File: config.mk
export PLATFORM = sky130hd
export DESIGN_NAME = mem_access_unit
export DESIGN_NICKNAME = d
export VERILOG_FILES = /design/src/rtl/mem_access_unit.sv
export SDC_FILE = /design/constraint.sdc
export NUM_CORES = 1
export LEC_CHECK = 0
export CAP_MARGIN = 15
export CORE_MARGIN = 2
export CORE_UTILIZATION = 41
export CTS_CLUSTER_DIAMETER = 100
export DETAILED_ROUTE_END_ITERATION = 6
export PLACE_DENSITY = 0.78
export SYNTH_ARGS = -nofsm -noshare
export SYNTH_HDL_FRONTEND = slang
export SYNTH_SLANG_ARGS = --single-unit
File: constraint.sdc
create_clock -name clk -period 4.9 [get_ports clk]
set_input_delay 0.49 -clock clk [delete_from_list [all_inputs] [get_ports clk]]
set_output_delay 0.49 -clock clk [all_outputs]
set_load 0.02 [all_outputs]
File: src/rtl/mem_access_unit.sv
// mem_access_unit: MEM-stage load/store engine driving a req/ack data-memory
// port. It stalls the pipeline while an access is in flight and holds the
// aligned and extended load result for the MemToReg select. Byte order is
// big-endian, so byte offset 0 is bits [31:24].
module mem_access_unit #(
  parameter int unsigned WAIT_LIMIT = 255
) (
  input  logic        clk,
  input  logic        rst,
  input  logic        start,
  input  logic        mem_read,
  input  logic        mem_write,
  input  logic [1:0]  size,
  input  logic        sign_ext,
  input  logic [31:0] addr,
  input  logic [31:0] wdata,
  output logic        stall,
  output logic        done,
  output logic [31:0] load_data,
  output logic        misaligned,
  output logic        bus_err,
  output logic        dm_req,
  output logic        dm_we,
  output logic [31:0] dm_addr,
  output logic [3:0]  dm_be,
  output logic [31:0] dm_wdata,
  input  logic        dm_ack,
  input  logic [31:0] dm_rdata
);

  typedef enum logic [1:0] {S_IDLE, S_REQ, S_DONE} state_t;

  state_t      state, state_nxt;
  logic [31:0] addr_q, wdata_q;
  logic [1:0]  size_q;
  logic        sext_q, store_q, mis_q, berr_q;
  logic [7:0]  wcnt;

  logic        accept, mis_in, limit_hit;
  logic [1:0]  off;
  logic [3:0]  be;
  logic [31:0] wrep, ld_ext;
  logic [7:0]  byte_sel;
  logic [15:0] half_sel;

  assign off       = addr_q[1:0];
  assign accept    = start & (mem_read | mem_write);
  assign mis_in    = (size == 2'b11)
                   | ((size == 2'b01) & addr[0])
                   | ((size == 2'b10) & (|addr[1:0]));
  // The counter holds the number of ack-less REQ cycles already elapsed, so
  // the current cycle is the last allowed one when it equals WAIT_LIMIT-1.
  assign limit_hit = (wcnt == 8'(WAIT_LIMIT - 1));

  // State register
  always_ff @(posedge clk) begin
    if (rst) state <= S_IDLE;
    else     state <= state_nxt;
  end

  // Next-state logic; an ack in the limit cycle takes priority over timeout
  always_comb begin
    state_nxt = state;
    case (state)
      S_IDLE:  if (accept) state_nxt = mis_in ? S_DONE : S_REQ;
      S_REQ:   if (dm_ack || limit_hit) state_nxt = S_DONE;
      S_DONE:  state_nxt = S_IDLE;
      default: state_nxt = S_IDLE;
    endcase
  end

  // Request latch, wait counter, error flags and load result register
  always_ff @(posedge clk) begin
    if (rst) begin
      addr_q    <= '0;
      wdata_q   <= '0;
      size_q    <= '0;
      sext_q    <= 1'b0;
      store_q   <= 1'b0;
      mis_q     <= 1'b0;
      berr_q    <= 1'b0;
      wcnt      <= '0;
      load_data <= '0;
    end else begin
      case (state)
        S_IDLE: begin
          if (accept) begin
            addr_q  <= addr;
            wdata_q <= wdata;
            size_q  <= size;
            sext_q  <= sign_ext;
            store_q <= mem_write;
            mis_q   <= mis_in;
            berr_q  <= 1'b0;
            wcnt    <= '0;
          end
        end
        S_REQ: begin
          if (dm_ack) begin
            if (!store_q) load_data <= ld_ext;
          end else begin
            wcnt <= wcnt + 8'd1;
            if (limit_hit) berr_q <= 1'b1;
          end
        end
        default: ;
      endcase
    end
  end

  // Byte enables and replicated store data from the latched request
  always_comb begin
    be   = '0;
    wrep = '0;
    case (size_q)
      2'b00: begin
        be   = 4'b1000 >> off;
        wrep = {4{wdata_q[7:0]}};
      end
      2'b01: begin
        be   = off[1] ? 4'b0011 : 4'b1100;
        wrep = {2{wdata_q[15:0]}};
      end
      default: begin
        be   = 4'b1111;
        wrep = wdata_q;
      end
    endcase
  end

  // Load field selection and sign/zero extension
  always_comb begin
    byte_sel = '0;
    case (off)
      2'd0:    byte_sel = dm_rdata[31:24];
      2'd1:    byte_sel = dm_rdata[23:16];
      2'd2:    byte_sel = dm_rdata[15:8];
      default: byte_sel = dm_rdata[7:0];
    endcase
    half_sel = off[1] ? dm_rdata[15:0] : dm_rdata[31:16];
    case (size_q)
      2'b00:   ld_ext = sext_q ? {{24{byte_sel[7]}}, byte_sel} : {24'b0, byte_sel};
      2'b01:   ld_ext = sext_q ? {{16{half_sel[15]}}, half_sel} : {16'b0, half_sel};
      default: ld_ext = dm_rdata;
    endcase
  end

  // Outputs decoded from state; memory port is idle (all zero) outside REQ
  always_comb begin
    stall      = 1'b0;
    done       = 1'b0;
    misaligned = 1'b0;
    bus_err    = 1'b0;
    dm_req     = 1'b0;
    dm_we      = 1'b0;
    dm_addr    = '0;
    dm_be      = '0;
    dm_wdata   = '0;
    case (state)
      S_IDLE: stall = accept;
      S_REQ: begin
        stall    = 1'b1;
        dm_req   = 1'b1;
        dm_we    = store_q;
        dm_addr  = {addr_q[31:2], 2'b00};
        dm_be    = be;
        dm_wdata = wrep;
      end
      S_DONE: begin
        done       = 1'b1;
        misaligned = mis_q;
        bus_err    = berr_q;
      end
      default: ;
    endcase
  end

endmodule

==> run metrics <==
status finished clean; Synth Warn # 0; fin crit share 66.1%; CTS tree yes; relative slew slack 21.3%; post-synthesis register bit count 112; htree depth 3; Initial Util 41.8%; Unique masters post-synth 54; post-synth design cell area 0.00551 sq mm; slew at the pin with the worst max-slew slack 1180 ps; slowest CP cell dfxtp_2; met3 usage 6.99%; grt met1 use 28.8%; setup TNS 0 ps; busiest grt layer met2; number of buffers created by CTS 9; Resized cells post-CTS 0; total number of vias 5565; FF-to-FF path depth 6; total die area 0.0144 sq mm; Seq/Total Area, Yosys 40.7%; startpoint types flip-flop; worst r2r src state[0]; Max Cap Viol 0; GR Overflow Total 0; CTS max path bufs 2; antenna fix cells 0; largest net degree at the start of global routing 115; power per cell area 289 mW/mm^2; syn_area_per_cell 7.68 sq um; gr usage total 23.1%; Max FO, Critical Path 47; vias in the first global route 5251; Worst EP arrival 2750 ps; area of the multi-input gates 0.00297 sq mm; Largest stage delay, worst path 970 ps; final instance area 0.00794 sq mm; Layout area overhead 44.1%; Hold Path Stages 2; Fmax 309 MHz; Worst R2R Setup Slack 1760 ps; CTS sink count 112; RSZ-0062 raised after global routing false; clk_lat worst skew 360 ps; clk root buf clkbuf_16; first-pass GRT wire length 26.5 mm; core area 0.0132 sq mm; Crit Path Class reg2out; worst r2r dst load_data[21]; First-pass DRT Iterations 7; min Tclk post-route 3240 ps; main flop type after synthesis dfxtp_1; P_leak 0.00271 uW; most frequent cells in the layout clkdlybuf4s50_1 (207), nand2_1 (181), dfxtp_1 (111), a21oi_1 (96), nor2_1 (65); vias per cell 5.24; layout cell share with drive strength beyond 1 4.40%; Port Buffers 208; antenna viol nets, final 0; final wirelength 16.7 mm; DRC 0; fillcell total 1194; Setup Skew 6.18 ps; Post-DP HPWL 11.7 mm; Reg area 0.00224 sq mm; hold buffer count at cts 0; Detailed Route Iter0 Violations 435; final core utilization 60.2%; grt met2 use 37.3%; wire length per cell 15.8 um; initial antenna violation count 0; worst path cell trace or2_1, nand2_1, a21oi_1, clkdlybuf4s50_1; Hold EP addr_q[27]; hold_ws 450 ps; Post-synth EDFFs 0; WP data required 4410 ps; Async SR Flop Fraction 0%; Final setup viols 0; Hold Vio Cnt, Final 0; Placed Area 0.00757 sq mm; gp weighted congestion 0.865; Die Wd 120 um; Vert. Die Dim 120 um; Gate Count Post-Synth 717; Min-Delay Path Class reg2reg; commonest non-fill, non-tap cell in the layout clkdlybuf4s50_1; Slew Viols, Final 0; CP endpoint kind primary output; I/O pin count 211; source of the worst hold timing path addr_q[27]; Site Rows 42; Final nets 989; Reg clk slew, reported paths 70 ps; Post-CTS Setup Bufs 0; Total Power 2290 uW; Max VDD drop 0.000172 V
==> state kept, by name (all words and copies together) (netlist names) <==
| register | flops |
|---|---|
| store_q | 1 |
| berr_q | 1 |
| size_q | 2 |
| wdata_q | 32 |
| mis_q | 1 |
| wcnt | 8 |
| load_data | 32 |
| state | 2 |
| addr_q | 32 |
| sext_q | 1 |
==> stage by stage <==
stage | cells | worst slack (ps)
after CTS | 1062 | 1690
after detailed placement | 1047 | 1880
final | 1062 | 1660
after floorplan | 718 | 3030
after global placement | 1047 | 1960
after global routing | 1062 | 1460
==> synthesized netlist by cell type, types with 2 or more instances <==
library cell / number / area [sq um]
a211oi_1: 24 / 180
a21oi_1: 96 / 480
a22o_1: 8 / 70.1
a22oi_1: 7 / 52.6
a32o_1: 7 / 70.1
and2_1: 41 / 257
buf_2: 22 / 110
buf_4: 4 / 30.0
buf_6: 3 / 33.8
clkbuf_1: 31 / 116
dfxtp_1: 112 / 2240
ha_1: 2 / 25.0
inv_1: 3 / 11.3
mux2i_1: 24 / 240
nand2_1: 181 / 679
nand2b_1: 2 / 12.5
nand3_1: 3 / 15.0
nand3b_1: 9 / 67.6
nor2_1: 65 / 244
nor2b_1: 10 / 62.6
nor3_1: 3 / 15.0
nor3_2: 3 / 30.0
o21ai_0: 5 / 25.0
o21bai_1: 8 / 60.1
o31ai_1: 4 / 30.0
o41ai_1: 8 / 70.1
or3_1: 3 / 18.8
or4_1: 3 / 22.5
==> per-layer routing <==
metal  up-vias  share of wire, %
met5         -                 0
met4         0               2.3
met1      2544                43
li1       2759                 -
met2       232                46
met3        30               9.1
==> cell families (layout without fill, tap and decap cells) <==
family | count (synthesis) | in the layout | share of synthesized area [%]
DFF | 112 | 112 | 40.7
muxes | 26 | 26 | 4.88
AOI/OAI and AO/OA | 175 | 175 | 20.1
adders and majority gates | 2 | 2 | 0.454
and+or+nand+nor | 336 | 336 | 28.2
buffers and inverters | 65 | 233 | 5.66
other | 1 | 2 | 0.0681
==> critical path: cells and delay by family, from the launching register on <==
kind	cells	cell delay, ps
AND/OR/NAND/NOR	2	580
AO/OA/AOI/OAI	1	210
buffers and inverters	1	640
flip-flops	1	970
==> worst max-delay path by stage <==
stage	start	endpoint	cells after the start
after floorplan	size_q[1]	dm_wdata[10]	5
after global placement	state[0]	load_data[30]	6
after detailed placement	state[0]	load_data[17]	6
after CTS	size_q[1]	dm_wdata[10]	4
after global routing	state[0]	load_data[30]	6
final	size_q[1]	dm_wdata[10]	4
==> layout make-up <==
class,count,area share (%)
multi-input cells,541,37.4
flip-flops and latches,112,28.3
repair buffers,214,26.8
clock buffers,10,3.01
well taps,176,2.77
clock inverters,5,1.62
inverters,4,0.221
==> power by group <==
| group | leakage (uW) | internal, uW | switching, uW |
|---|---|---|---|
| Sequential | 0.000914 | 957 | 45.7 |
| Clock | 0.000179 | 564 | 341 |
| Combinational | 0.00162 | 187 | 198 |
| Total | 0.00271 | 1710 | 585 |
(Power assumes the default switching activity.)
